[src/rtl/multi_channel_event_counter.sv]
// -----------------------------------------------------------------------------
// multi_channel_event_counter
//
// NCH independent event counters for debug/profiling. Each channel owns a
// run-time programmable prescaler (tick every div+1 events), a WIDTH-bit
// counter that either wraps or saturates, and a sticky overflow flag.
//
// Ports
//   Clk       in   clock, all state updates on the rising edge
//   Reset     in   synchronous, active-high reset
//   En        in   event strobe (one event per cycle)
//   Slt       in   channel the event belongs to
//   CfgWe     in   configuration write strobe
//   CfgCh     in   channel being configured
//   CfgDiv    in   new divisor (tick every CfgDiv+1 events)
//   CfgSat    in   new mode: 1 = saturate, 0 = wrap
//   Clr       in   per-channel clear strobe
//   ClrCh     in   channel to clear
//   RdEn      in   read request
//   RdCh      in   channel to read
//   RdData    out  registered count of the requested channel
//   RdValid   out  high for one cycle when RdData is valid
//   OvfFlags  out  sticky overflow flag per channel (bit c = channel c)
//
// Read port: no handshake and no backpressure. A request with RdEn at edge k
// returns the count held before edge k, with RdValid high for the cycle after
// edge k. Out-of-range channels read as 0. Without RdEn, RdData holds.
// -----------------------------------------------------------------------------
module multi_channel_event_counter #(
    parameter int NCH         = 4,
    parameter int WIDTH       = 64,
    parameter int PW          = 8,
    parameter int DEFAULT_DIV = 0,
    localparam int CW         = (NCH > 1) ? $clog2(NCH) : 1
) (
    input  logic             Clk,
    input  logic             Reset,
    input  logic             En,
    input  logic [CW-1:0]    Slt,
    input  logic             CfgWe,
    input  logic [CW-1:0]    CfgCh,
    input  logic [PW-1:0]    CfgDiv,
    input  logic             CfgSat,
    input  logic             Clr,
    input  logic [CW-1:0]    ClrCh,
    input  logic             RdEn,
    input  logic [CW-1:0]    RdCh,
    output logic [WIDTH-1:0] RdData,
    output logic             RdValid,
    output logic [NCH-1:0]   OvfFlags
);

    logic [WIDTH-1:0] cnt_q [NCH];
    logic [WIDTH-1:0] cnt_d [NCH];
    logic [PW-1:0]    pre_q [NCH];
    logic [PW-1:0]    pre_d [NCH];
    logic [PW-1:0]    div_q [NCH];
    logic [PW-1:0]    div_d [NCH];
    logic [NCH-1:0]   sat_q, sat_d;
    logic [NCH-1:0]   ovf_q, ovf_d;

    logic [WIDTH-1:0] rd_data_q, rd_data_d;
    logic             rd_valid_q;

    // Per-channel decode. Only indices 0..NCH-1 are decoded, so an
    // out-of-range index on any port matches no channel and is ignored.
    logic [NCH-1:0] clr_hit, cfg_hit, ev_hit;

    for (genvar g = 0; g < NCH; g++) begin : g_decode
        assign clr_hit[g] = Clr   && (ClrCh == CW'(g));
        assign cfg_hit[g] = CfgWe && (CfgCh == CW'(g));
        // Clear or configure on the same channel drops that channel's event.
        assign ev_hit[g]  = En && (Slt == CW'(g)) && !clr_hit[g] && !cfg_hit[g];
    end

    always_comb begin
        rd_data_d = '0;
        for (int c = 0; c < NCH; c++) begin
            cnt_d[c] = cnt_q[c];
            pre_d[c] = pre_q[c];
            div_d[c] = div_q[c];
            sat_d[c] = sat_q[c];
            ovf_d[c] = ovf_q[c];

            if (ev_hit[c]) begin
                if (pre_q[c] == div_q[c]) begin
                    pre_d[c] = '0;
                    if (cnt_q[c] != '1) begin
                        cnt_d[c] = cnt_q[c] + WIDTH'(1);
                    end else begin
                        ovf_d[c] = 1'b1;
                        if (!sat_q[c]) begin
                            cnt_d[c] = '0;
                        end
                    end
                end else begin
                    pre_d[c] = pre_q[c] + PW'(1);
                end
            end

            // Clear and configure may hit the same channel together; both
            // apply since they touch disjoint fields apart from pre (0 in both).
            if (cfg_hit[c]) begin
                div_d[c] = CfgDiv;
                sat_d[c] = CfgSat;
                pre_d[c] = '0;
            end
            if (clr_hit[c]) begin
                cnt_d[c] = '0;
                pre_d[c] = '0;
                ovf_d[c] = 1'b0;
            end

            // Read returns the pre-update count; unmatched RdCh yields 0.
            if (RdCh == CW'(c)) begin
                rd_data_d = cnt_q[c];
            end
        end
    end

    always_ff @(posedge Clk) begin
        if (Reset) begin
            for (int c = 0; c < NCH; c++) begin
                cnt_q[c] <= '0;
                pre_q[c] <= '0;
                div_q[c] <= PW'(DEFAULT_DIV);
            end
            sat_q      <= '0;
            ovf_q      <= '0;
            rd_data_q  <= '0;
            rd_valid_q <= 1'b0;
        end else begin
            for (int c = 0; c < NCH; c++) begin
                cnt_q[c] <= cnt_d[c];
                pre_q[c] <= pre_d[c];
                div_q[c] <= div_d[c];
            end
            sat_q      <= sat_d;
            ovf_q      <= ovf_d;
            rd_valid_q <= RdEn;
            if (RdEn) begin
                rd_data_q <= rd_data_d;
            end
        end
    end

    assign RdData   = rd_data_q;
    assign RdValid  = rd_valid_q;
    assign OvfFlags = ovf_q;

endmodule

[config.mk]
export PLATFORM = sky130hd
export DESIGN_NAME = multi_channel_event_counter
export DESIGN_NICKNAME = d
export VERILOG_FILES = /design/src/rtl/multi_channel_event_counter.sv
export SDC_FILE = /design/constraint.sdc
export NUM_CORES = 1
export LEC_CHECK = 0
export BUFFER_PORTS_ARGS = -buffer_cell sky130_fd_sc_hd__clkbuf_2
export CAP_MARGIN = 20
export CORE_MARGIN = 2
export CORE_UTILIZATION = 30
export DETAILED_ROUTE_END_ITERATION = 6
export MAX_ROUTING_LAYER = met4
export PLACE_DENSITY = 0.51
export SYNTH_ARGS = -nofsm -noshare
export SYNTH_HDL_FRONTEND = slang
export SYNTH_SLANG_ARGS = --single-unit
[constraint.sdc]
create_clock -name Clk -period 2.7 [get_ports Clk]
set_input_delay 0.54 -clock Clk [delete_from_list [all_inputs] [get_ports Clk]]
set_output_delay 0.54 -clock Clk [all_outputs]
set_load 0.05 [all_outputs]
==> impl_metrics.tcl, run 1 <==
set metrics [dict create \
    cp-start-kind "flip-flop" \
    start_util 0.3032 \
    h-tree-depth 2 \
    nNetsFinal 2836 \
    clockBufferDepth 3 \
    outcome "finished clean" \
    antenna_found_initial 7 \
    crit_arrival_ps 3150 \
    ir_drop_mv 0.4092 \
    wirelength_um 82280 \
    drc 0 \
    core-area_mm2 0.06859 \
    synth_edf_count 0 \
    period_minus_slack_ps 2646 \
    worst_pin_slew_ps 890.3 \
    routedWlPerCell_um 21.79 \
    ios 92 \
    final.setup.worst_slack_ps 53.80 \
    syn-mean-instance-area_um2 8.613 \
    end_kind "flip-flop" \
    rr_worst_depth 9 \
    viasPerCell 5.676 \
    timing.fmax_mhz 377.9 \
    globalplace.congestion 1.002 \
    clk_pin_slew_worst_paths_ps 60 \
    grt_pass1_vias 20640 \
    row_count 96 \
    areaGrowthSynthToFinish_pct 29.06 \
    pre_cts_slack_ps -339.7 \
    whs_ps 224.5 \
    io_buffers 91 \
    finClkSkew_ps 38.06 \
    grt_overflow_total 0 \
    cts-root-buf "clkbuf_16" \
    synth-seq-cells 393 \
    finalSetupViolCount 0 \
    grt_pass1_wl_um 124700 \
    min_path_cells 3 \
    hold_buffers 0 \
    grtUsageTotal 0.2345 \
    critPathMaxFanout 11 \
    hold_viol 0 \
    drive_gt1_frac 0.2389 \
    clock-sinks 393 \
    vias 21430 \
    ys_seq_area_frac 0.3784 \
    die_y_um 267.3 \
    post-dp-hpwl_um 64190 \
    worstSetupPathType "flip-flop to flip-flop" \
    nFillCells 6920 \
    leakage_nw 9.394 \
    powerDensity_mw_per_mm2 510.9 \
    fp.dieArea_mm2 0.07143 \
    grt_max_degree 45 \
    ant_nets 0 \
    synth_async_sr_flop_share 0 \
    yosysMostFrequentCell "dfxtp_1" \
    yosysTopAreaCell "dfxtp_1" \
    ys_types 77 \
    yosysTopAreaCellShare 0.3784 \
    required_ps 3200 \
    period_share 0.9801 \
    first_iter_violations 1900 \
    syn-num-nets 2445 \
    hp-class "primary input to flip-flop" \
    cts_tree "done" \
    synth_area_mm2 0.02079 \
    worstSkewPairLatency_ps 620 \
    firstDrtPassIters 6 \
    synth.area.top_cells "dfxtp_1, mux4_2, a21oi_1" \
    synth_common_cells "dfxtp_1, nand2_1, a21oi_1" \
    synthFlopType "dfxtp_1" \
    cap_violations 0 \
    syn-instance-count 2414 \
    numCtsBuffers 47 \
    yosysWarnings 0 \
    die_w_um 267.3 \
    slew_headroom 0.4043 \
    slew_violations 0 \
]
metrics by stage:
stage          instances  area (um2)    util  power [mW]  TNS, ps
2_1_floorplan       2414       20810       -       6.373   -15.95
3_3_place_gp        3683       25000  0.3645       6.730    -6975
3_5_place_dp        3683       25000  0.3645       6.740    -9140
4_1_cts             3769       26720  0.3896       13.85        0
5_1_grt             3776       26840  0.3913       14.15  -0.3104
6_report            3776       26840  0.3913       13.71        0
sequential cells by signal, indices dropped and copies added, names as in the netlist:
name / flops
RdValid: 1
div_q: 32
sat_q: 4
cnt_q: 256
OvfFlags: 4
pre_q: 32
RdData: 64
placed cells by master, fill, tap and decap left out, types with 9 or more instances in the layout:
| cell | instances |
|---|---|
| clkbuf_1 | 10 |
| o21ai_0 | 97 |
| a2111oi_0 | 10 |
| or4_1 | 64 |
| nand3_1 | 125 |
| and3_1 | 54 |
| xor2_1 | 45 |
| clkbuf_16 | 48 |
| o31ai_1 | 53 |
| dfxtp_1 | 388 |
| nor3_1 | 49 |
| a21oi_1 | 216 |
| a211oi_1 | 10 |
| xnor2_1 | 57 |
| a311oi_1 | 15 |
| buf_4 | 367 |
| bufinv_16 | 10 |
| nor2_1 | 209 |
| mux4_2 | 64 |
| nand4_1 | 93 |
| clkinv_2 | 9 |
| a41oi_1 | 11 |
| buf_12 | 17 |
| or2_2 | 10 |
| and4_1 | 42 |
| clkbuf_2 | 87 |
| a22oi_1 | 9 |
| mux2i_1 | 83 |
| or3_1 | 83 |
| a31oi_1 | 13 |
| inv_1 | 30 |
| and2_1 | 16 |
| nand2_1 | 230 |
| nor4_1 | 52 |
cells by family after synthesis:
family / synth area share
buffers and inverters: 0.02955
adder cells (fa/ha/maj): 0.004814
flip-flops: 0.3784
AO/OA/AOI/OAI: 0.1521
AND/OR/NAND/NOR: 0.2819
XOR/XNOR: 0.04297
multiplexers: 0.1104
report_power, final:
part	total [mW]	switching [mW]	internal [mW]
registers	5.85	0.0257	5.83
clock network	7.09	2.68	4.41
logic	0.771	0.480	0.291
path summary, 6_finish.rpt:
check	endpoint	slack, ps	start
max	cnt_q[2][58]$_SDFFE_PP0P_	50	cnt_q[2][1]$_SDFFE_PP0P_
min	sat_q[3]$_SDFFE_PP0P_	220	CfgSat
max reg2reg	cnt_q[2][58]$_SDFFE_PP0P_	50	cnt_q[2][1]$_SDFFE_PP0P_
min reg2reg	OvfFlags[1]$_SDFFE_PP0P_	450	OvfFlags[1]$_SDFFE_PP0P_
routing by layer:
| layer | track usage | routed length, um | vias up | share of wire |
|---|---|---|---|---|
| met5 | - | 0 | - | 0 |
| met3 | 0.04275 | 6331 | 172 | 0.077 |
| met1 | 0.3021 | 35440 | 10470 | 0.43 |
| met2 | 0.3681 | 37720 | 800 | 0.46 |
| met4 | 0.08245 | 2784 | 0 | 0.034 |
| li1 | - | - | 9992 | - |
critical path: stages (launching register included):
cell and delay (ps):
dfxtp_1 330, ha_1 180, nand3_1 110, or4_4 560
or4_4 470, buf_4 200, a2111oi_0 370, buf_4 180
xnor2_1 110, nor2_1 50
layout make-up:
type,count,area [um2],share of cell area
timing repair buffer,471,3531,0.1316
antenna,3,7.507,0.0002797
multi-input combinational,1862,12440,0.4636
tap,931,1165,0.04341
inverter,30,112.6,0.004196
sequential,393,7874,0.2934
clock inverter,21,370.4,0.01380
clock buffer,65,1335,0.04975
what timing repair did:
action | CTS | global route
gates resized for setup | 4 | 16
setup buffers | 0 | 4
setup endpoints to repair | 8 | 110
pin swaps | 0 | 6
Power figures use the tool's default switching activity.
==> run 2, diff against run 1 <==
BUFFER_PORTS_ARGS = default   (was -buffer_cell sky130_fd_sc_hd__clkbuf_2)
DONT_BUFFER_PORTS = 1   (was default)
PLACE_DENSITY = 0.5   (was 0.51)
clock period = 2.2 ns   (was 2.7 ns; I/O delays follow)
==> run 2 against run 1 <==
Largest power group unchanged. Via count increased by 9.0%. Utilization increased by 9.8 points. Combinational power increased by 71%. Routed wire length increased by 16%. The flow now finishes with violations (negative setup slack). Setup slack got worse by 480 ps. Global-route usage increased by 2.8 points. Register-to-register slack got worse by 480 ps. Sequential power increased by 23%.
==> impl_metrics.tcl, run 2 (synthesized netlist as in run 1, its figures left out) <==
set metrics [dict create \
    outcome "finished, violations left" \
    violations "negative setup slack" \
    die_y_um 267.3 \
    placed_cells_incl_taps 3853 \
    die_w_um 267.3 \
    holdPathEnd "RdData[13]$_SDFFE_PP0P_" \
    worst_pin_slew_ps 808.3 \
    rsz0062_at_grt "yes" \
    end_kind "flip-flop" \
    grt_max_degree 102 \
    crit_arrival_ps 3170 \
    slew_violations 0 \
    regMostFlops "cnt_q" \
    final.setup.worst_slack_ps -429.9 \
    wirelength_um 95370 \
    regToRegStartpoint "cnt_q[2][1]$_SDFFE_PP0P_" \
    fp.dieArea_mm2 0.07143 \
    viasPerCell 5.711 \
    final_common_cell "buf_4" \
    worstSkewPairLatency_ps 610 \
    cap_violations 0 \
    start_util 0.3032 \
    rr_worst_depth 7 \
    globalplace.congestion 0.9870 \
    worstSetupPathType "flip-flop to flip-flop" \
    finClkSkew_ps 44.26 \
    cts_tree "done" \
    cp-start-kind "flip-flop" \
    crit_buf_inv 0 \
    crit-reg2reg-capture "cnt_q[2][46]$_SDFFE_PP0P_" \
    cts-root-buf "clkbuf_16" \
    drive_gt1_frac 0.4663 \
    clock-sinks 393 \
    period_share 1.195 \
    final_cells 4090 \
    grt_pass1_wl_um 137800 \
    min_from "RdEn" \
    clk_pin_slew_worst_paths_ps 60 \
    h-tree-depth 2 \
    first_iter_violations 1654 \
    ios 92 \
    clockBufferDepth 3 \
    slowest_delay_ps 530 \
    period_minus_slack_ps 2630 \
    ant_nets 0 \
    leakage_nw 12.17 \
    io_buffers 0 \
    areaGrowthSynthToFinish_pct 61.39 \
    final_util 0.4893 \
    vias 23360 \
    row_count 96 \
    total_power_mw 17.23 \
    crit_chain "ha_4 > nand3_2 > or4_4 > or4_4 > a211oi_4 > or4b_4 > a21oi_2" \
    slew_headroom 0.4570 \
    antenna_found_initial 2 \
    pre_cts_slack_ps -446.3 \
    finalSetupTns_ps -22670 \
    grtUsageTotal 0.2621 \
    hold_viol 0 \
    powerDensity_mw_per_mm2 513.5 \
    post-dp-hpwl_um 67170 \
    cpLargestDelayFamily "simple AND/OR/NAND/NOR gates" \
    nNetsFinal 3151 \
    r2r_slack_ps -430 \
    nFillCells 6340 \
    finalSetupViolCount 194 \
    critPathLaunch "cnt_q[2][1]$_SDFFE_PP0P_" \
    mostFrequentLayoutCells "buf_4, dfxtp_1, nand2_1" \
    critPathMaxFanout 5 \
    cp_common_cell "or4_4" \
    routedWlPerCell_um 23.32 \
    ir_drop_mv 0.5186 \
    core-area_mm2 0.06859 \
    hp-class "primary input to flip-flop" \
    grt_pass1_vias 22440 \
    cp_slowest_cell "or4_4" \
    numCtsBuffers 50 \
    grt_overflow_total 0 \
    min_path_cells 2 \
    required_ps 2740 \
    drc 0 \
    largest_register_ffs 256 \
    timing.fmax_mhz 380.2 \
    firstDrtPassIters 6 \
]
[run 2: cell types whose count changed in the layout (fill, tap and decap cells not counted), sizes merged, moves of 3 or more]
cell         before  now
clkinvlp          0    3
clkinv           10    7
bufinv           10    5
dlygate4sd3       0   14
clkbuf          152   80
buf             384  758
[run 2: metrics by stage]
step | area [um2] | hold slack, ps
2_1_floorplan | 21830 | 447.8
3_3_place_gp | 27390 | 451.1
3_5_place_dp | 27390 | 454.0
4_1_cts | 31660 | 1.041
5_1_grt | 33550 | 30.50
6_report | 33560 | 24.72
[run 2: final cells by class]
type / instances / area [um2] / share of cell area
repair buffers: 779 / 7208 / 0.2148
clock inverters: 16 / 216.5 / 0.006451
inverters: 30 / 112.6 / 0.003356
well taps: 931 / 1165 / 0.03471
multi-input cells: 1866 / 15350 / 0.4574
diodes: 2 / 5.005 / 0.0001491
flip-flops and latches: 393 / 7990 / 0.2381
clock buffers: 73 / 1509 / 0.04497
[run 2: worst reg2reg max path, cell delays in order, from the launching register on]
cell and delay, ps:
dfxtp_2 350, ha_4 140, nand3_2 80, or4_4 530, or4_4 520, a211oi_4 280
or4b_4 520, a21oi_2 140
[run 2: metal layers]
metal	part of all wire	track usage
met5	0	-
met1	0.41	0.3275
met4	0.048	0.1134
met3	0.075	0.04478
met2	0.47	0.4164
[run 2: worst max-delay path by stage]
stage / end / slack [ps] / cells after the start
6_report: cnt_q[2][46]$_SDFFE_PP0P_ / -430 / 7
3_3_place_gp: cnt_q[2][58]$_SDFFE_PP0P_ / -370 / 9
2_1_floorplan: cnt_q[3][58]$_SDFFE_PP0P_ / -430 / 8
4_1_cts: cnt_q[2][46]$_SDFFE_PP0P_ / -310 / 7
5_1_grt: cnt_q[2][46]$_SDFFE_PP0P_ / -460 / 7
3_5_place_dp: cnt_q[2][58]$_SDFFE_PP0P_ / -450 / 9
[run 2: power by group]
part / internal [mW] / switching [mW] / leakage, nW
clock network: 5.31 / 3.42 / 0.848
logic: 0.619 / 0.698 / 8.11
registers: 7.15 / 0.0345 / 3.22
[run 2: what timing repair did]
item | in CTS | in global routing
setup buffers | 68 | 61
setup endpoints to repair | 242 | 255
hold endpoints to repair | 101 | 0
cloned | 17 | 9
pin swaps | 143 | 173
resized for setup | 323 | 387
hold buffers | 16 | 0
==> run 3, diff against run 2 <==
ABC_AREA = 1   (was default)
==> run 3 against run 2 <==
The run ends with design-rule violations left. Setup slack improved by 500 ps. Sequential power increased by 5.0%. Die area is 24% higher. Utilization down 11 points. Clock skew fell by 28 ps. Register-to-register slack better by 500 ps. Sequential share of layout area grew 0.61 points. Clock-buffer cell count shrank 6. Largest cell class unchanged.
==> impl_metrics.tcl, run 3 <==
set metrics [dict create \
    nNetsFinal 4762 \
    violations "design-rule violations" \
    pwr-share-comb 0.059 \
    hold_viol 0 \
    cap_violations 0 \
    grt_pass1_wl_um 175700 \
    io_buffers 0 \
    regMostFlops "cnt_q" \
    clk_pin_slew_worst_paths_ps 60 \
    synth_async_sr_flop_share 0 \
    worstSkewPairLatency_ps 630 \
    switchingPower_mw 4.833 \
    ant_nets 0 \
    start_util 0.3035 \
    hp-class "primary input to flip-flop" \
    vias 29830 \
    antenna_found_initial 3 \
    ys_types 48 \
    viasPerCell 5.040 \
    syn-num-nets 4460 \
    grt_max_degree 67 \
    post-dp-hpwl_um 92630 \
    critPathMaxFanout 13 \
    placed_cell_area_mm2 0.02957 \
    drc 2 \
    synth_common_cells "nand2_1, nor2_1, inv_1" \
    firstDrtPassIters 7 \
    grt_pass1_vias 27190 \
    numCtsBuffers 51 \
    synthFlopType "dfxtp_1" \
    syn-mean-instance-area_um2 5.854 \
    yosysMostFrequentCell "nand2_1" \
    period_minus_slack_ps 2129 \
    switching_share 0.2606 \
    drive_gt1_frac 0.1362 \
    clock-sinks 393 \
    cts-root-buf "clkbuf_16" \
    cts_tree "done" \
    required_ps 2770 \
    end_kind "flip-flop" \
    globalplace.congestion 0.9878 \
    clock_power_share 0.535 \
    yosysWarnings 0 \
    ir_drop_mv 0.5832 \
    final.setup.worst_slack_ps 71.11 \
    ios 92 \
    powerDensity_mw_per_mm2 575.0 \
    total_power_mw 18.55 \
    leakage_nw 12.83 \
    finClkSkew_ps 16.11 \
    fin_area_mm2 0.03226 \
    synth_area_mm2 0.02593 \
    routedWlPerCell_um 20.43 \
    die_y_um 298.0 \
    yosysTopAreaCell "dfxtp_1" \
    row_count 107 \
    clockBufferDepth 3 \
    crit_arrival_ps 2700 \
    synth.area.top_cells "dfxtp_1, nand2_1, nor2_1" \
    finalSetupViolCount 0 \
    pre_cts_slack_ps -47.51 \
    grtUsageTotal 0.2670 \
    slew_headroom 0.3864 \
    final_common_cell "nand2_1" \
    slew_violations 0 \
    p_int_mw 13.72 \
    core-area_mm2 0.08541 \
    first_iter_violations 3152 \
    cp-start-kind "flip-flop" \
    worstSetupPathType "flip-flop to flip-flop" \
    period_share 0.9677 \
    grt_overflow_total 0 \
    wirelength_um 120900 \
    largest_register_ffs 256 \
    syn-instance-count 4429 \
    outcome "finished, violations left" \
    die_w_um 298.0 \
    ys_seq_area_frac 0.3035 \
    worst_pin_slew_ps 919.1 \
    p_seq_frac 0.406 \
    synth_edf_count 0 \
    yosysTopAreaCellShare 0.3035 \
    timing.fmax_mhz 469.7 \
    areaGrowthSynthToFinish_pct 24.42 \
    mostFrequentLayoutCells "nand2_1, nor2_1, inv_1" \
    r2r_slack_ps 70 \
    h-tree-depth 2 \
    synth-seq-cells 393 \
    fp.dieArea_mm2 0.08879 \
]
[run 3: through the flow]
step | util | hold slack [ps] | cells | TNS (ps)
after global placement | 0.3462 | 446.0 | 5781 | -173.0
after global routing | 0.3776 | 20.62 | 5918 | -2.528
after CTS | 0.3709 | 0.2351 | 5888 | 0
final | 0.3777 | 20.85 | 5919 | 0
after floorplan | - | 435.5 | 4429 | 0
after detailed placement | 0.3462 | 449.7 | 5781 | -193.5
[run 3: final timing paths]
kind,from,endpoint,depth (start not counted)
worst max-delay path,cnt_q[1][62]$_SDFFE_PP0P_,cnt_q[1][46]$_SDFFE_PP0P_,11
worst min-delay path,RdEn,RdData[52]$_SDFFE_PP0P_,2
worst max register to register,cnt_q[1][62]$_SDFFE_PP0P_,cnt_q[1][46]$_SDFFE_PP0P_,11
worst min register to register,div_q[2][5]$_SDFFE_PP0P_,div_q[2][5]$_SDFFE_PP0P_,2
[run 3: cell families (layout without fill, tap and decap cells)]
logic type / after synthesis / count (layout) / synth area share
flip-flops: 393 / 393 / 0.3035
buffers and inverters: 760 / 1099 / 0.1174
AO/OA/AOI/OAI: 608 / 608 / 0.1331
AND/OR/NAND/NOR: 2605 / 2610 / 0.4236
adder cells (fa/ha/maj): 8 / 8 / 0.003861
XOR/XNOR: 55 / 55 / 0.01858
other: 0 / 2 / 0
[run 3: worst max-delay path, cell delays in order (launching register included)]
cell and delay (ps):
dfxtp_1 410, nand2_1 100, nor2_1 290, and2_1 240
nand3_4 130, nor2_8 170, buf_4 160, nand2_8 110
buf_8 230, nand3_1 90, nand2_1 50, nor2_1 90
[run 3: layer usage]
layer	wire, um	share of wire	up-vias	GRT usage
met5	0	0	-	-
met4	4315	0.036	0	0.08746
met3	9682	0.080	199	0.03282
met2	52790	0.44	1166	0.4077
met1	54150	0.45	13810	0.3643
li1	-	-	14660	-
[run 3: layout make-up]
type                    instances  area [um2]
multi-input cells            3281       15280
well taps                    1144        1431
clock inverters                28       543.0
clock buffers                  67        1426
repair buffers                401        3427
flip-flops and latches        393        7876
inverters                     603        2267
fillers                      9568       53160
diodes                          2       5.005
[run 3: what timing repair did]
| item | in CTS | in global routing |
|---|---|---|
| pin swaps | 0 | 11 |
| endpoints found under the hold margin | 98 | 0 |
| setup buffers | 0 | 17 |
| hold buffers | 12 | 0 |
| resized for setup | 2 | 62 |
| endpoints found under the setup margin | 2 | 211 |
| cloned | 0 | 12 |
[run 3: power by group through the flow]
stage	clock network (mW)	logic (mW)	registers, mW
CTS	10.1	1.05	7.54
global route	10.4	1.19	7.55
detailed placement	0	0.993	7.69
global placement	0	0.992	7.69
finish	9.92	1.09	7.54
floorplan	0	0.666	7.66
